### src/rtl/multiplicador_algoritmico_if.sv
// Request/response bundle for the multiply-accumulate unit: operands and Start in,
// registered result, range flag and Done pulse out.
interface multiplicador_algoritmico_if #(
  parameter int unsigned tamanyo = 32
);
  logic                          Start;
  logic signed [tamanyo-1:0]     Coc;
  logic signed [tamanyo-1:0]     Den;
  logic signed [tamanyo-1:0]     Res;
  logic signed [2*tamanyo-1:0]   Num;
  logic                          Fits;
  logic                          Done;

  modport master (
    output Start, Coc, Den, Res,
    input  Num, Fits, Done
  );

  modport slave (
    input  Start, Coc, Den, Res,
    output Num, Fits, Done
  );
endinterface

### src/rtl/multiplicador_algoritmico.sv
// Sequential signed shift-and-add multiply-accumulate: Num = Coc*Den + Res.
// Sign-magnitude iteration, one ADD/SHIFT pair per multiplier bit, then a FIX step.
module multiplicador_algoritmico #(
  parameter int unsigned tamanyo = 32
) (
  input  logic                         CLK,
  input  logic                         RSTa,
  multiplicador_algoritmico_if.slave   bus
);

  localparam int unsigned W2 = 2 * tamanyo;
  localparam int unsigned CW = $clog2(tamanyo);

  typedef enum logic [1:0] {IDLE, ADD, SHIFT, FIX} state_t;

  state_t             r_state;
  state_t             w_state_nxt;

  logic [tamanyo:0]   r_accu;
  logic [tamanyo-1:0] r_q;
  logic [tamanyo-1:0] r_m;
  logic [tamanyo-1:0] r_r;
  logic [CW-1:0]      r_cont;
  logic               r_sign_c;
  logic               r_sign_d;
  logic [W2-1:0]      r_num;
  logic               r_fits;
  logic               r_done;

  logic [tamanyo-1:0] w_mag_c;
  logic [tamanyo-1:0] w_mag_d;
  logic [W2-1:0]      w_prod;
  logic [W2-1:0]      w_prod_s;
  logic [W2-1:0]      w_sum;
  logic [tamanyo:0]   w_upper;
  logic               w_fits;

  // Magnitudes; |-2^(tamanyo-1)| wraps to 2^(tamanyo-1), which is correct when read unsigned
  assign w_mag_c = bus.Coc[tamanyo-1] ? tamanyo'(-bus.Coc) : tamanyo'(bus.Coc);
  assign w_mag_d = bus.Den[tamanyo-1] ? tamanyo'(-bus.Den) : tamanyo'(bus.Den);

  assign w_prod   = {r_accu[tamanyo-1:0], r_q};
  assign w_prod_s = (r_sign_c ^ r_sign_d) ? W2'(-w_prod) : w_prod;
  assign w_sum    = w_prod_s + {{tamanyo{r_r[tamanyo-1]}}, r_r};
  assign w_upper  = w_sum[W2-1:tamanyo-1];
  assign w_fits   = (&w_upper) | ~(|w_upper);

  always_ff @(posedge CLK or negedge RSTa) begin
    if (!RSTa) r_state <= IDLE;
    else       r_state <= w_state_nxt;
  end

  always_comb begin
    w_state_nxt = r_state;
    case (r_state)
      IDLE:    if (bus.Start) w_state_nxt = ADD;
      ADD:     w_state_nxt = SHIFT;
      SHIFT:   w_state_nxt = (r_cont == '0) ? FIX : ADD;
      FIX:     w_state_nxt = IDLE;
      default: w_state_nxt = IDLE;
    endcase
  end

  always_ff @(posedge CLK or negedge RSTa) begin
    if (!RSTa) begin
      r_accu   <= '0;
      r_q      <= '0;
      r_m      <= '0;
      r_r      <= '0;
      r_cont   <= '0;
      r_sign_c <= 1'b0;
      r_sign_d <= 1'b0;
      r_num    <= '0;
      r_fits   <= 1'b0;
      r_done   <= 1'b0;
    end else begin
      r_done <= 1'b0;
      case (r_state)
        IDLE: begin
          if (bus.Start) begin
            r_sign_c <= bus.Coc[tamanyo-1];
            r_sign_d <= bus.Den[tamanyo-1];
            r_m      <= w_mag_c;
            r_q      <= w_mag_d;
            r_r      <= bus.Res;
            r_accu   <= '0;
            r_cont   <= CW'(tamanyo - 1);
          end
        end
        ADD: begin
          if (r_q[0]) r_accu <= r_accu + {1'b0, r_m};
        end
        SHIFT: begin
          {r_accu, r_q} <= {1'b0, r_accu, r_q[tamanyo-1:1]};
          r_cont        <= r_cont - CW'(1);
        end
        FIX: begin
          r_num  <= w_sum;
          r_fits <= w_fits;
          r_done <= 1'b1;
        end
        default: ;
      endcase
    end
  end

  assign bus.Num  = r_num;
  assign bus.Fits = r_fits;
  assign bus.Done = r_done;

endmodule
### src/flat_wrapper.sv
// flat-port wrapper written by rule: the top's interface ports become plain ports
module multiplicador_algoritmico_flat 
#(
  parameter int unsigned tamanyo = 32
)
  (CLK, RSTa, bus_Start, bus_Coc, bus_Den, bus_Res, bus_Num, bus_Fits, bus_Done);
  multiplicador_algoritmico_if #(.tamanyo(tamanyo)) bus_i ();
  input  logic CLK;
  input  logic RSTa;
  input wire logic [$bits(bus_i.Start)-1:0] bus_Start;
  input wire logic [$bits(bus_i.Coc)-1:0] bus_Coc;
  input wire logic [$bits(bus_i.Den)-1:0] bus_Den;
  input wire logic [$bits(bus_i.Res)-1:0] bus_Res;
  output wire logic [$bits(bus_i.Num)-1:0] bus_Num;
  output wire logic [$bits(bus_i.Fits)-1:0] bus_Fits;
  output wire logic [$bits(bus_i.Done)-1:0] bus_Done;
  assign bus_i.Start = bus_Start;
  assign bus_i.Coc = bus_Coc;
  assign bus_i.Den = bus_Den;
  assign bus_i.Res = bus_Res;
  assign bus_Num = bus_i.Num;
  assign bus_Fits = bus_i.Fits;
  assign bus_Done = bus_i.Done;
  multiplicador_algoritmico #(.tamanyo(tamanyo)) u_core (.CLK(CLK), .RSTa(RSTa), .bus(bus_i));
endmodule
### config.mk
export PLATFORM = sky130hd
export DESIGN_NAME = multiplicador_algoritmico_flat
export DESIGN_NICKNAME = d
export VERILOG_FILES = /design/src/rtl/multiplicador_algoritmico_if.sv /design/src/rtl/multiplicador_algoritmico.sv /design/src/flat_wrapper.sv
export SDC_FILE = /design/constraint.sdc
export NUM_CORES = 1
export LEC_CHECK = 0
export CORE_MARGIN = 2
export CORE_UTILIZATION = 30
export CTS_BUF_LIST = sky130_fd_sc_hd__clkbuf_2 sky130_fd_sc_hd__clkbuf_4 sky130_fd_sc_hd__clkbuf_8
export DETAILED_ROUTE_END_ITERATION = 6
export GPL_TIMING_DRIVEN = 0
export PLACE_DENSITY_LB_ADDON = 0.08
export SETUP_SLACK_MARGIN = 0.05
export SLEW_MARGIN = 10
export SYNTH_ARGS = -nofsm -noshare
export SYNTH_HDL_FRONTEND = slang
export SYNTH_SLANG_ARGS = --single-unit
export TNS_END_PERCENT = 100
### constraint.sdc
create_clock -name CLK -period 5.7 [get_ports CLK]
set_input_delay 0.855 -clock CLK [delete_from_list [all_inputs] [get_ports CLK]]
set_output_delay 0.855 -clock CLK [all_outputs]
set_load 0.1 [all_outputs]
### Word level (Yosys, flattened, before mapping)

Index checks and enable logic that the tools add are counted.

| operators by class | value |
|---|---|
| add/subtract/negate cells | 6 |
| eq/ne operators | 5 |
| multiplexer cells | 14 |
| bitwise gates (word level) | 3 |
| reduce and logical (&&, ||, !) cells | 9 |

Operators with widths:

| cell | count |
|---|---|
| $pmux 33 s3 | 1 |
| $mux 32 | 3 |
| $mux 33 | 2 |
| $add 64x64->64 | 1 |
| $mux 64 | 1 |
| $neg 32->32 | 2 |
| $neg 64->64 | 1 |
| $pmux 32 s2 | 1 |
| $add 33x32->33 | 1 |
| $reduce_and 33->1 | 1 |
| $reduce_or 33->1 | 1 |
| $pmux 5 s2 | 1 |
| $pmux 2 s4 | 1 |
| $logic_not 5->1 | 1 |
| $mux 5 | 1 |
| $sub 5x1->5 const B | 1 |
| $eq 2x2->1 const B | 2 |
| $mux 2 | 2 |
| $reduce_and 2->1 | 2 |
| $reduce_and 3->1 | 1 |
| $reduce_bool 3->1 | 1 |
| $eq 2x1->1 const B | 1 |
| $logic_not 2->1 | 1 |
| $ne 2x1->1 const B | 1 |
| 6 further kinds | 6 |

| word-level totals | value |
|---|---|
| bits in registers | 204 |
| input bits | 99 |
| output and inout bits | 66 |
| word-level logic and storage cells | 48 |

### Longest topological paths before layout

Gate-level depths: netlist (run 1).

| depth | value |
|---|---|
| depth after elaboration | 6 |
| gate-level depth with buffers | 25 |

### Worst setup path after synthesis (run 1)

No wires, ideal clock.

| path | value |
|---|---|
| kind | reg-to-reg |
| start point | register u_core.r_q[0] |
| end point | register u_core.r_fits, in the netlist u_core.bus.Fits |
| arrival | 5.361 ns |
| slack | 0.253 ns |
| stages on the path, launching flop included | 25 |
| clock period less this slack | 5.447 ns |
| path through | dfrtp_1 -> inv_1 -> ha_1 -> nand2b_1 -> or4_1 -> nor4_1 -> nand2_1 -> or3_1 -> nor4_1 -> nand2_1 -> nor2_1 -> a41oi_1 -> xor2_1 -> ha_1 -> clkbuf_1 -> a21o_1 -> a2111o_1 -> o221ai_1 -> nand4_1 -> a31oi_1 -> nor2b_1 -> o31ai_1 -> nor4bb_1 -> nand4_1 -> o211ai_1 |

| on the way | value |
|---|---|
| cells in the longest elaborated chain, start to end | 6 |
| elaborated cells between the ends (all ways) | 7 |
| classes of those cells | add/sub (2); mux (1); bitwise (2); reduce/logical (2) |

RTL lines:

| item | line | RTL |
|---|---|---|
| from (decl) | multiplicador_algoritmico.sv:20 | `logic [tamanyo-1:0] r_q;` |
| from (signal assigned) | multiplicador_algoritmico.sv:84 | `r_q <= w_mag_d;` |
| from (signal assigned) | multiplicador_algoritmico.sv:94 | `{r_accu, r_q} <= {1'b0, r_accu, r_q[tamanyo-1:1]};` |
| $neg 64->64 | multiplicador_algoritmico.sv:43 | `assign w_prod_s = (r_sign_c ^ r_sign_d) ? W2'(-w_prod) : w_prod;` |
| $mux 64 (*) | multiplicador_algoritmico.sv:43 |  |
| $add 64x64->64 (*) | multiplicador_algoritmico.sv:44 | `assign w_sum = w_prod_s + {{tamanyo{r_r[tamanyo-1]}}, r_r};` |
| $reduce_or 33->1 | multiplicador_algoritmico.sv:46 | `assign w_fits = (&w_upper) \| ~(\|w_upper);` |
| $not 1->1 | multiplicador_algoritmico.sv:46 |  |
| $or 1x1->1 (*) | multiplicador_algoritmico.sv:46 |  |
| to (signal assigned) | multiplicador_algoritmico.sv:99 | `r_fits <= w_fits;` |
| to (decl) | multiplicador_algoritmico.sv:27 | `logic r_fits;` |

Every way passes the cells marked *; elsewhere a longest branch is shown, timed or not.
A chain may end at the register's enable or synchronous reset.

### Final worst setup path (run 1)

Ends and elaborated chain as after synthesis.

==> out/summary.md, run 1 <==
After detailed routing, the number of remaining DRC violations is 0. The share of the clock period used by the worst path after layout was 0.952; the cell area after technology mapping was 0.0166 mm2. The finished cells cover 0.0208 mm2. For the number of antenna violations at the first check in global routing, the log shows 1. At the end of routability-driven placement, the weighted congestion stood at 0.886. The synthesized design contains 204 register bits.

The tools report the met3 usage as 0.0274. The met2 routing resource usage after global routing is 0.310. The die covers 0.0571 mm2. During I/O placement, the number of pins put on the boundary was 165. met2 is the most crowded layer.

The share of the synthesized area in the top cell type came out at 0.308. Transition time at the pin with the least slew margin: 1.05 ns. The number of global-route vias before repair is 15100, and the number of cells on the worst reg-to-reg path is 25. STA classifies the critical path startpoint as a register. The tools report the worst endpoint data arrival time as 5.93 ns.

Entering global routing, the biggest net connects 82 pins. The area growth from synthesis to layout is 25.6%. The overall global routing resource usage came out at 0.193. The initial standard-cell utilization of the core was 0.302.

Final-stage net count: 2393. The total via count after detailed routing was 15300; the maximum achievable frequency was 184 MHz. For the warning count from the yosys run, the log shows 0. For this run the aggregate overflow at the end of global routing stands at 0. The final clock skew was 0.0311 ns; the clock insertion delay at the later pin of the skew report was 0.60 ns. In the final layout, the multi-input gates occupy 0.0116 mm2.

The buffer depth of the longest clock path came out at 3. Main flop type after synthesis: dfrtp_1. The most common cell after layout, fill and taps aside was nand2_1. The post-detailed-placement half-perimeter wirelength came out at 44900 um. Across the run, the number of max-cap violations was 0.

The hold-fix buffer count after cts came out at 0. The normalized max-slew margin is 0.299. STA classifies the critical path endpoint as a register. Buffers inserted during clock tree synthesis total 39. The average instance in the mapped netlist occupies 8.49 um2. The logs give 86100 um for the global-route wire length before repair and 837 for the DRC violation total after the first TritonRoute iteration. The synthesized design spends more area on one cell type than any other, namely dfrtp_1. The min-delay analysis places its worst path in the category input port to async pin. The clock root buffer master was clkbuf_8.

The worst register-to-register path ends at u_core.bus.Fits. TritonCTS built the clock tree. After technology mapping, the gate count stands at 1951. By startpoint and endpoint, the worst setup path is classified as register to register. The final total negative setup slack was 0 ns; the vertical die dimension was 239 um.

The number of inserted filler cells in the final layout is 5659. After synthesis, the cell types taking the most area are dfrtp_1, ha_1, mux2_2. The tools report the number of max-slew violations in the final report as 0.

In this run the core area contains 86 standard-cell rows. The synthesized design contains 0 enable-type register cells. Counting I/O delays and the setup requirement, the final critical path takes 5.43 ns.

The synthesized net count came out at 2169. The area used by sequential logic in the layout is 0.00511 mm2. The clock-pin slew on the worst setup and hold paths came out at 0.06 ns. Core area: 0.0549 mm2. The fraction of layout cells with a size suffix above 1 came out at 0.139. From left edge to right edge, the die measures 239 um. The clock sink count came out at 204. The count of H-tree levels built during CTS is 2.

The critical path required time is 6.20 ns, and the share of the yosys chip area belonging to registers is 0.308. Once detail routing completed, the nets flagged for antenna violations numbered 0. Largest fanout of any net on the critical path: 5. The flow ran to the end, and the final reports show no timing, DRC or antenna violations. Number of library cell types mapped by synthesis: 72. The async set-reset flop share out of synthesis works out to 1.00. The pre-antenna-repair detailed-routing pass consisted of 7 iterations.

Buffers placed on the I/O ports in this run total 164. The run gives 0.272 as the met1 global-route usage. In the layout the commonest cells are nand2_1, dfrtp_1, o21ai_0. The startpoint identified for the worst register-to-register timing path is u_core.r_q[0]. Dividing the detail-routed via count by the number of cells gives 5.26.

The total count of hold-check failures in the final report came out at 0. The average wire per cell in the routed design is 19.1 um, and the routed wire length is 55500 um. The total of endpoints with negative setup slack in the final report was 0; the reg2reg setup slack was 0.27 ns. In this run the cell area measured after placement is 0.0191 mm2.
## metrics by stage
stage | worst slack [ns] | cells | hold WS (ns) | util
after floorplan | 0.253 | 1951 | 0.437 | -
after global placement | -5.46 | 2819 | 0.456 | 0.348
after detailed placement | -1.60 | 2821 | 0.461 | 0.349
after CTS | 0.0510 | 2904 | 0.198 | 0.373
after global routing | -0.00806 | 2906 | 0.233 | 0.379
final | 0.272 | 2906 | 0.225 | 0.379
## registers in the layout (all words and copies together), names as in the netlist
name / count
u_core.r_sign_d: 1
u_core.r_sign_c: 1
u_core.r_state: 2
u_core.r_q: 32
u_core.r_m: 32
u_core.bus.Num: 64
u_core.r_r: 32
u_core.r_cont: 5
u_core.bus.Done: 1
u_core.r_accu: 33
u_core.bus.Fits: 1
## cells by family (layout without fill, tap and decap cells)
family                     after synthesis  in the layout  share of synthesized area
AOI/OAI and AO/OA                      584            584                      0.218
xor gates and xnor gates               195            195                      0.103
adders and majority gates              119            119                     0.0908
buffers and inverters                  126            376                     0.0289
DFF                                    204            204                      0.308
muxes                                  100            100                     0.0671
other                                    0              1                          0
and+or+nand+nor                        623            623                      0.183
## layer usage
| layer | vias to the layer above | wire [um] | share of wire |
|---|---|---|---|
| met4 | 0 | 1100 | 0.020 |
| met1 | 7324 | 27700 | 0.50 |
| met5 | - | 0 | 0 |
| met3 | 68 | 1890 | 0.034 |
| met2 | 262 | 24800 | 0.45 |
| li1 | 7629 | - | - |
## synthesized netlist by cell type (7+ instances only)
cell,n
a31oi_1,16
and2_1,15
clkbuf_1,73
or4_1,18
buf_1,7
o21a_1,16
o211ai_1,13
xnor2_1,86
nand4_1,38
o31ai_1,24
nor2b_1,13
o21bai_1,21
o41ai_1,15
o21ai_0,178
nand3_1,30
xor2_1,109
nand2b_1,18
or2_2,7
dfrtp_1,204
or3_1,24
mux2i_1,12
nor2_1,151
a21o_1,45
and4_1,7
and3_1,15
inv_1,44
mux2_2,88
a211oi_1,8
a22oi_1,19
nor4_1,16
ha_1,117
a21oi_1,166
nor3_1,37
nand2_1,207
## final cells by class
| type | instances | share of cell area |
|---|---|---|
| Antenna cell | 1 | 0.000120 |
| Buffer | 72 | 0.0136 |
| Clock buffer | 60 | 0.0361 |
| Clock inverter | 7 | 0.00421 |
| Inverter | 44 | 0.00794 |
| Multi-Input combinational cell | 1621 | 0.558 |
| Sequential cell | 204 | 0.246 |
| Tap cell | 704 | 0.0424 |
| Timing Repair Buffer | 193 | 0.0916 |
## worst max-delay path by stage
stage | startpoint | end | slack (ns) | cells past startpoint
3_3_place_gp | RSTa | u_core.bus.Num[49] | -5.46 | 1
5_1_grt | u_core.r_q[11] | u_core.bus.Fits | -0.008 | 20
3_5_place_dp | u_core.r_q[0] | u_core.bus.Fits | -1.60 | 24
4_1_cts | u_core.r_q[0] | u_core.bus.Fits | 0.05 | 24
6_report | u_core.r_q[0] | u_core.bus.Fits | 0.27 | 25
2_1_floorplan | u_core.r_q[0] | u_core.bus.Fits | 0.25 | 24
## critical path, cell delays in order, from the launching register on
cell      delay (ns)
dfrtp_2         0.43
inv_1           0.08
ha_2            0.18
nand2b_1        0.07
or4_4           0.45
nor4_4          0.22
nand2_2         0.10
or3_4           0.37
nor4_4          0.21
buf_4           0.19
nand2_4         0.09
o31ai_4         0.27
xnor2_2         0.19
ha_4            0.27
a21o_1          0.20
a31oi_2         0.19
o21a_1          0.17
o21ai_1         0.09
a21oi_2         0.20
mux2_2          0.39
a311oi_4        0.26
buf_4           0.17
nand4_1         0.13
nor4_2          0.22
nand4_1         0.13
o211ai_1        0.09
## timing repair
action	CTS	global route
resized for setup	66	70
setup endpoints to repair	24	6
buffers inserted	20	7
cloned	0	0
pin swaps	18	24
Power of run 1 is not shown: default switching activity piles up to over one toggle a cycle in this logic, so the estimate is an artifact.
==> inputs of run 2 (changes only) <==
SLEW_MARGIN = 20   (was 10)
==> run 2 against run 1 <==
Net effect: register-to-register slack about the same; critical endpoint unchanged; die area unchanged; largest cell class unchanged; first-iteration DRC count increased by 2.9%; worst setup slack improved by 0.0043 ns; core utilization unchanged; fmax about the same; clock skew about the same; global-route usage about the same.
==> out/summary.md, run 2 (synthesis gave the netlist of run 1 again) <==
After floorplanning, the core was divided into 86 placement rows. The number of max-slew violations in the final report came out at 0. The share of the clock period used by the worst path after layout came out at 0.951. The global routing stage identified its most utilized layer as met2. For the pin with the worst max-slew slack, the measured transition is 1.05 ns. The tree built by TritonCTS fans out to 204 sinks. In this run, the number of DRC markers left after iteration 0 of detailed routing was 861.

The tools report the total count of hold-check failures in the final report as 0. The routed design has 55600 um of wire. For the maximum achievable frequency, the log shows 184 MHz. The area growth from synthesis to layout is 25.6%. At the end of routability-driven placement, the weighted congestion stood at 0.886. In this run the worst path has a maximum fanout of 5. For this run the aggregate overflow at the end of global routing stands at 0. Among all stages on the critical path, the largest delay is contributed by or4_4.

The run gives 15100 as the number of global-route vias before repair. The vertical die dimension works out to 239 um. Utilization of the core after routing: 0.379. The run gives 6.20 ns as the critical path required time. Die width: 239 um. The most common cell after layout, fill and taps aside was nand2_1. The buffer depth of the longest clock path came out at 3. The launching point of the worst reg2reg path was u_core.r_q[0]. The number of cells on the worst reg-to-reg path is 25. Die outline area: 0.0571 mm2. The run gives 0.310 as the met2 routing resource usage after global routing. In this run the register-to-register setup slack is 0.28 ns. Setup slack on the critical path of the routed design comes to 0.277 ns. The clock reaches the later pin of the worst-skew pair after 0.60 ns. The met3 usage was 0.0274. The tools report the normalized max-slew margin as 0.298. The number of max-cap violations is 0.

Nature of the critical path startpoint: a register. Buffers inserted during clock tree synthesis total 39. The I/O pin count was 165. The largest single stage delay on the critical path is 0.45 ns.

In this run, placement finished with an instance count of 2821. The total of endpoints with negative setup slack in the final report is 0, and the final routed DRC violation total is 0. The type of the setup path with the least slack is register to register. The type of the worst min-delay path was input port to async pin.

The flow ran to the end, and the final reports show no timing, DRC or antenna violations. The logs give 0.272 for the met1 global-route usage and 82 for the pin count of the biggest net entering global routing. The post-detailed-placement half-perimeter wirelength is 44900 um, and the post-route antenna net violation count is 0.

The core area was 0.0549 mm2. The worst register-to-register path ends at u_core.bus.Fits. Clock root buffer master: clkbuf_8. The logs give 0.224 ns for the worst hold margin and 6 for the number of iterations in the first detailed-routing pass. The first global-routing pass estimated 86100 um of wire.

Nature of the critical path endpoint: a register. The logs give -1.57 ns for the placement-stage worst setup slack and 2393 for the final-stage net count. For this block, the via count after detailed routing is 15300. The number of port buffers was 164; the clock-pin slew on the worst setup and hold paths was 0.06 ns.

The average wire per cell in the routed design is 19.1 um. TritonCTS built the clock tree. The register with the most flip-flops in the layout has 64 of them. The top cell types in the final layout, fill and taps aside, are nand2_1, dfrtp_1, o21ai_0. The overall global routing resource usage came out at 0.193. The average via count per standard cell is 5.26. The most critical setup path has its endpoint at u_core.bus.Fits. In this run the worst setup path begins at u_core.r_q[0].

Data arrives at the worst endpoint at 5.93 ns. Leaving out filler cells and counting taps, the final layout contains 2906. The routed design could run at a clock period as short as 5.42 ns.

The fraction of layout cells with a size suffix above 1 came out at 0.139. The number of antenna violations at the first check in global routing was 1. The initial standard-cell utilization of the core is 0.302. In this run the number of H-tree levels came out at 2. For the final clock skew, the log shows 0.0314 ns.
-- run 2: cell counts in the layout (fill, tap and decap cells not counted) --
Identical to the previous run, type by type.
-- run 2: worst max-delay path, delay by kind of cell (launching register included) --
family          cells  cell delay (ns)
simple gates       10             2.00
compound gates      8             1.45
fa+ha+maj           2             0.45
buf+inv             3             0.44
flops               1             0.43
mux                 1             0.39
xor+xnor            1             0.19
-- run 2: routing by layer --
metal / vias to the layer above / wire, um
li1: 7621 / -
met1: 7316 / 27700
met2: 278 / 24800
met3: 69 / 2000
met4: 0 / 1110
met5: - / 0
-- run 2: worst min path at each step --
| stage | endpoint | from | slack [ns] | cells after the start |
|---|---|---|---|---|
| after floorplan | u_core.r_accu[32] | u_core.r_accu[32] | 0.44 | 1 |
| after global placement | u_core.r_accu[32] | u_core.r_accu[32] | 0.46 | 1 |
| after detailed placement | u_core.r_accu[32] | u_core.r_accu[32] | 0.46 | 1 |
| after CTS | u_core.r_m[30] | RSTa | 0.20 | 1 |
| after global routing | u_core.r_q[18] | RSTa | 0.23 | 1 |
| final | u_core.r_q[18] | RSTa | 0.22 | 1 |
-- run 2: layout make-up --
cell class | instances | area [um2]
Clock inverter | 7 | 87.6
Multi-Input combinational cell | 1621 | 11600
Clock buffer | 60 | 751
Fill cell | 5658 | 34100
Inverter | 44 | 165
Timing Repair Buffer | 193 | 1900
Buffer | 72 | 283
Tap cell | 704 | 881
Sequential cell | 204 | 5110
Antenna cell | 1 | 2.50
-- run 2: per-stage QoR --
step / TNS [ns] / instance area (um2)
6_report: 0 / 20800
5_1_grt: -0.00806 / 20800
4_1_cts: 0 / 20400
3_5_place_dp: -12.00 / 19100
3_3_place_gp: -1121.05 / 19100
2_1_floorplan: 0 / 16600
-- run 2: what timing repair did --
action,4_1_cts,5_1_grt
resized for setup,65,70
setup buffers,20,7
setup endpoints to repair,24,6
hold buffers,0,0
pin swaps,18,24
Power of run 2 is left out for the same reason.
